[src/rtl/fft_butterfly_pipe.sv]
// fft_butterfly_pipe: 3-stage radix-2 complex butterfly on a valid/ready stream.
// Define FFT_BUTTERFLY_SAT_EN to clamp overflowing outputs; default wraps.
module fft_butterfly_pipe #(
    parameter int DATA_WIDTH = 32,
    parameter int TW_FRAC    = DATA_WIDTH/2-1
) (
    input  logic                  clk,
    input  logic                  rst_n,
    input  logic                  in_valid,
    output logic                  in_ready,
    input  logic [DATA_WIDTH-1:0] x_N,
    input  logic [DATA_WIDTH-1:0] x_M,
    input  logic [DATA_WIDTH-1:0] w_N,
    input  logic                  scale,
    output logic                  out_valid,
    input  logic                  out_ready,
    output logic [DATA_WIDTH-1:0] y_N,
    output logic [DATA_WIDTH-1:0] y_M,
    output logic                  ovf,
    input  logic                  ovf_clr
);
    localparam int H  = DATA_WIDTH/2;
    localparam int PW = 2*H+1;
    localparam int SW = PW+1;
    localparam logic signed [PW-1:0] RND =
        {{(PW-1){1'b0}}, 1'b1} << (TW_FRAC-1);

    logic                  adv;
    logic                  v1_q, v2_q, v3_q;
    logic                  sc1_q, sc2_q;
    logic [DATA_WIDTH-1:0] xn1_q, xm1_q, w1_q, xn2_q;
    logic signed [PW-1:0]  wr, wi, xr, xi;
    logic signed [PW-1:0]  pr_d, pi_d, pr_q, pi_q;
    logic signed [SW-1:0]  ar, ai, br, bi;
    logic [H:0]            f0, f1, f2, f3;
    logic [DATA_WIDTH-1:0] yn_d, ym_d, yn_q, ym_q;
    logic                  hit;
    logic                  ovf_q;

    function automatic logic signed [PW-1:0] sx(input logic [H-1:0] v);
        return {{(PW-H){v[H-1]}}, v};
    endfunction

    // Optional halving, then narrow to H bits; MSB of result is overflow.
    function automatic logic [H:0] fit(input logic signed [SW-1:0] v,
                                       input logic sc);
        logic signed [SW-1:0] s;
        logic                 o;
        logic [H-1:0]         r;
        s = sc ? (v >>> 1) : v;
        o = (s != {{(SW-H){s[H-1]}}, s[H-1:0]});
`ifdef FFT_BUTTERFLY_SAT_EN
        if (o)
            r = s[SW-1] ? {1'b1, {(H-1){1'b0}}} : {1'b0, {(H-1){1'b1}}};
        else
            r = s[H-1:0];
`else
        r = s[H-1:0];
`endif
        return {o, r};
    endfunction

    assign adv       = !v3_q || out_ready;
    assign in_ready  = adv;
    assign out_valid = v3_q;
    assign y_N       = yn_q;
    assign y_M       = ym_q;
    assign ovf       = ovf_q;

    assign wr   = sx(w1_q[DATA_WIDTH-1:H]);
    assign wi   = sx(w1_q[H-1:0]);
    assign xr   = sx(xm1_q[DATA_WIDTH-1:H]);
    assign xi   = sx(xm1_q[H-1:0]);
    assign pr_d = (wr*xr - wi*xi + RND) >>> TW_FRAC;
    assign pi_d = (wr*xi + wi*xr + RND) >>> TW_FRAC;

    assign ar   = {{(SW-H){xn2_q[DATA_WIDTH-1]}}, xn2_q[DATA_WIDTH-1:H]};
    assign ai   = {{(SW-H){xn2_q[H-1]}}, xn2_q[H-1:0]};
    assign br   = {pr_q[PW-1], pr_q};
    assign bi   = {pi_q[PW-1], pi_q};
    assign f0   = fit(ar + br, sc2_q);
    assign f1   = fit(ai + bi, sc2_q);
    assign f2   = fit(ar - br, sc2_q);
    assign f3   = fit(ai - bi, sc2_q);
    assign yn_d = {f0[H-1:0], f1[H-1:0]};
    assign ym_d = {f2[H-1:0], f3[H-1:0]};
    assign hit  = v2_q & (f0[H] | f1[H] | f2[H] | f3[H]);

    // Stage 1: register the accepted operand beat.
    always_ff @(posedge clk or negedge rst_n) begin
        if (!rst_n) begin
            v1_q  <= 1'b0;
            sc1_q <= 1'b0;
            xn1_q <= '0;
            xm1_q <= '0;
            w1_q  <= '0;
        end else if (adv) begin
            v1_q  <= in_valid;
            sc1_q <= scale;
            xn1_q <= x_N;
            xm1_q <= x_M;
            w1_q  <= w_N;
        end
    end

    // Stage 2: rounded twiddle product, x_N and scale travel alongside.
    always_ff @(posedge clk or negedge rst_n) begin
        if (!rst_n) begin
            v2_q  <= 1'b0;
            sc2_q <= 1'b0;
            xn2_q <= '0;
            pr_q  <= '0;
            pi_q  <= '0;
        end else if (adv) begin
            v2_q  <= v1_q;
            sc2_q <= sc1_q;
            xn2_q <= xn1_q;
            pr_q  <= pr_d;
            pi_q  <= pi_d;
        end
    end

    // Stage 3: output register, held while downstream stalls.
    always_ff @(posedge clk or negedge rst_n) begin
        if (!rst_n) begin
            v3_q <= 1'b0;
            yn_q <= '0;
            ym_q <= '0;
        end else if (adv) begin
            v3_q <= v2_q;
            if (v2_q) begin
                yn_q <= yn_d;
                ym_q <= ym_d;
            end
        end
    end

    // Sticky overflow: a beat overflowing on entry to S3 beats a clear.
    always_ff @(posedge clk or negedge rst_n) begin
        if (!rst_n)
            ovf_q <= 1'b0;
        else
            ovf_q <= (adv & hit) | (ovf_q & ~ovf_clr);
    end

endmodule

[config.mk]
export PLATFORM = sky130hd
export DESIGN_NAME = fft_butterfly_pipe
export DESIGN_NICKNAME = d
export VERILOG_FILES = /design/src/rtl/fft_butterfly_pipe.sv
export SDC_FILE = /design/constraint.sdc
export NUM_CORES = 2
export LEC_CHECK = 0
export ABC_AREA = 1
export BUFFER_PORTS_ARGS = -buffer_cell sky130_fd_sc_hd__buf_2
export CORE_UTILIZATION = 45
export DETAILED_ROUTE_END_ITERATION = 8
export GPL_ROUTABILITY_DRIVEN = 1
export PLACE_DENSITY_LB_ADDON = 0.05
export SYNTH_ARGS = -nofsm -noshare
export SYNTH_HDL_FRONTEND = slang
export SYNTH_SLANG_ARGS = --single-unit
[constraint.sdc]
create_clock -name clk -period 22.3 [get_ports clk]
set_input_delay 4.46 -clock clk [delete_from_list [all_inputs] [get_ports clk]]
set_output_delay 4.46 -clock clk [all_outputs]
set_load 0.1 [all_outputs]
Word-level counts from Yosys, hierarchy flattened
Cells that the tools add are included.
{ "word_totals": {"output_inout_bits": 67, "register_bits": 234, "word_cells": 45} }
{ "classes": {"eq_ne": 4, "n_bitwise": 8, "muxes": 4, "multipliers": 4, "n_reduce_logical": 3, "n_addsub": 8} }
{ "op_table": {"columns": ["op", "n"], "rows": [
  ["$mul A16 B16 Y32", 4],
  ["$mux W18", 4],
  ["$ne A18 B18 Y1", 4],
  ["$add A33 B16 Y33 const B", 2],
  ["$add A16 B18 Y19", 2],
  ["$sub A16 B18 Y19", 2],
  ["$add A32 B32 Y33", 1],
  ["$sub A32 B32 Y33", 1],
  ["$or A1 B1 Y1", 4],
  ["$and A1 B1 Y1", 3],
  ["$reduce_and A2 Y1", 1],
  ["$logic_not A1 Y1", 1],
  ["$logic_or A1 B1 Y1", 1],
  ["$not A1 Y1", 1]
]} }

Logic depth before layout (Yosys ltp)
{ "depth": {"depth_word": 9, "mapped_depth": 36, "ltp_nobuf": 34} }

Worst setup path before layout
Ideal clock, no wire load.
{ "synth_timing": {"kind": "input port to output port", "from": "input out_ready", "to": "output in_ready", "arrival_time_ps": 5886, "stages": 4, "t_required_ps": 17840, "path_slack_ps": 11954, "path_cell_list": "nor2_1 inv_1 clkbuf_1 clkbuf_1"} }
{ "synth_between": {"elab_chain_cells": 1} }
{ "synth_rtl": {"columns": ["element", "line_no", "text"], "rows": [
  ["from (decl)", "16", "input logic out_ready,"],
  ["$logic_or A1 B1 Y1", "63", "assign adv = !v3_q || out_ready;"],
  ["to (decl)", "10", "output logic in_ready,"]
]} }
No other way between the ends.

Final worst setup path
Ends and elaborated chain as after synthesis.

==> qor.yml <==
critical-path-slowest-cell: "buf_2"
hold_violations: 0
fillers: 12300
synth_top_area_cell: "fa_1"
worst-slew-pin-transition_ns: 0.986
min_period_ns: 9.89
dp.cells: 8401
clock_latency_ns: 0.58
grt.overflow.total: 0
critPathKind: "input pin to primary output"
dp_slack_ns: 12.38
cap_violations: 0
synth_edf_count: 0
core_area_um2: 120000
grt_max_degree: 127
critPathMaxFanout: 64
drc: 0
muxShareOfSynthArea_pct: 0
synth_compound_area_share_pct: 3.89
cts_root_buf: "clkbuf_16"
hp-start: "xn1_q[2]"
clockBufferDepth: 3
ys_top_cells_by_area: "fa_1, inv_1, nand2_1"
pin_count: 169
antenna_left: 0
status: "completed"
min_to: "xn2_q[2]"
die_y_um: 351
cts_hold_buf: 0
cts_sinks: 234
gp_congestion: 0.917
synth_xor_xnor_area_share_pct: 1.49
crit_top_cell: "buf_2"
cts_resized: 0
layoutNonFillerInstCount: 8462
startpoint_type: "input pin"
met2_length_um: 75400
synth_top_area_share_pct: 43.0
die_area_um2: 123000
hpwl_um: 123000
firstDrtPassIters: 6
multi_input_area_um2: 40300
antenna-diode-count: 0
cts_setup_buffers: 0
wl_per_cell_um: 18.0
grt_use_total_pct: 26.2
period_share_pct: 44.3
die_w_um: 351
drtIter0Drc: 2250
setup_tns_ns: 0
cts.clk_slew.worst_paths_ns: 0.05
post-route-worst-setup-slack_ns: 12.41
min_path_type: "register to register"
fin_skew_ns: 0.0283
yosysWarnings: 0
wl_met1_um: 66600
worstRegToRegCells: 25
setup_viol: 0
portBuffers: 168
yosys.area_share.adder_pct: 51.4
path_delay_family: "buffers and inverters"
cts_tree: "done"
timing.rr.start: "xm1_q[8]"
synth_area_um2: 54800
synth_top_family_by_area: "adder cells"
grt_pass1_wl_um: 247000
htree_levels: 2
reg2reg_to: "pr_q[16]"
cp-end-kind: "primary output"
synthToLayoutAreaGrowth_pct: 6.29
numCtsBuffers: 34
critPathMaxStageDelay_ns: 0.51
layout.nets: 8475
drv_slew: 0
register_area_um2: 5870
clock.fmax_mhz: 101
synthFlopType: "dfrtp_1"
holdPathStages: 2
maxUsedRoutingLayer: "met5"
seq_area_frac_synth_pct: 10.7
crit_required_ns: 17.84
rsz0062_at_grt: "false"
cp.arrival_ns: 5.43
path_buf_inv: 3
grt_pass1_vias: 43700
synth-simple-area-share_pct: 16.7
async_reset_ff_share_pct: 100
route.met3.wl_um: 6460
synth.avg_cell_area_um2: 7.99
drt-total-wl_um: 152000
crit_chain: "buf_2 > nor2_4 > inv_8 > buf_2"
synth-seq-cells: 234
start_util_pct: 45.5
syn_inst: 6861
vias: 41200
fp-row-count: 127
layout-drive-gt1-share_pct: 5.84
maxSlewHeadroom_pct: 34.3
synth_cell_types: 53
synth_fp_nets: 8511
antenna_found_initial: 4
r2r_slack_ns: 14.30
viasPerCell: 4.86
==> Yosys cell counts, types with 18 or more instances <==
library cell and number:
a21oi_1 129, o21ai_0 121, buf_2 18, nand4_1 22
nand2_1 1904, inv_2 22, xor2_1 61, clkbuf_1 282
nor3_1 24, nand3_1 130, o211ai_1 18, inv_1 1950
xnor2_1 32, dfrtp_1 234, fa_1 1177, nor2_1 191
ha_1 371
==> through the flow <==
step                      cell area, um2  hold WS [ns]  util, %
after floorplan                    54800         0.432        -
after global placement             57100         0.457     47.4
after detailed placement           57100         0.460     47.4
after CTS                          58300         0.461     48.4
after global routing               58300         0.486     48.4
final                              58300         0.458     48.4
==> final cells by class <==
| type | count | area share (%) |
|---|---|---|
| Sequential cell | 234 | 10.1 |
| Multi-Input combinational cell | 4335 | 69.2 |
| Tap cell | 1612 | 3.46 |
| Inverter | 1974 | 12.7 |
| Clock inverter | 15 | 0.371 |
| Clock buffer | 46 | 1.68 |
| Timing Repair Buffer | 246 | 2.49 |
==> per-layer routing <==
metal / vias to the layer above / track usage, %
li1: 19300 / -
met1: 20900 / 35.2
met2: 841 / 45.3
met3: 137 / 2.49
met4: 2 / 6.28
met5: - / 0
==> flip-flops by register name (all words and copies together) (netlist names) <==
name / cells
y_N: 32
xm1_q: 32
w1_q: 32
xn2_q: 32
out_valid: 1
sc2_q: 1
sc1_q: 1
v1_q: 1
pi_q: 18
pr_q: 18
ovf: 1
v2_q: 1
y_M: 32
xn1_q: 32
==> logic make-up after synthesis <==
| group | count (synthesis) |
|---|---|
| buf+inv | 2292 |
| compound gates | 364 |
| flops | 234 |
| fa+ha+maj | 1548 |
| xor+xnor | 93 |
| simple gates | 2330 |
==> worst reg2reg max path: stages (launching register included) <==
cell	delay [ns]
dfrtp_1	0.86
buf_4	0.44
nand2_1	0.21
fa_1	0.68
fa_1	0.47
fa_1	0.54
inv_1	0.06
fa_1	0.54
inv_1	0.07
fa_1	0.53
inv_1	0.07
fa_1	0.47
inv_1	0.05
fa_1	0.47
inv_1	0.05
fa_1	0.48
inv_1	0.04
ha_1	0.49
nand2_1	0.16
nor3_1	0.45
nand2_1	0.10
o211a_1	0.25
nand2_1	0.06
nand2_1	0.05
nand3_1	0.14
o21ai_0	0.12
==> worst max-delay path by stage <==
stage / startpoint / to / slack, ns / cells past startpoint
3_5_place_dp: out_ready / in_ready / 12.38 / 4
5_1_grt: out_ready / in_ready / 12.34 / 4
2_1_floorplan: out_ready / in_ready / 11.95 / 4
3_3_place_gp: out_ready / in_ready / 12.38 / 4
4_1_cts: out_ready / in_ready / 12.37 / 4
6_report: out_ready / in_ready / 12.41 / 4
==> layout by cell type, fill, tap and decap left out, drive strengths merged, types with 23 or more instances in the layout <==
master,count
fa,1177
nand4,23
nand3,132
clkbuf,46
inv,1974
dfrtp,234
nor2,199
xnor2,32
buf,246
o21ai,140
nor3,28
xor2,61
ha,371
nand2,1917
a21oi,135
Power is left out: the tool's default activity adds up to more than one toggle a clock period on the data nets, which glitch-free logic cannot reach.
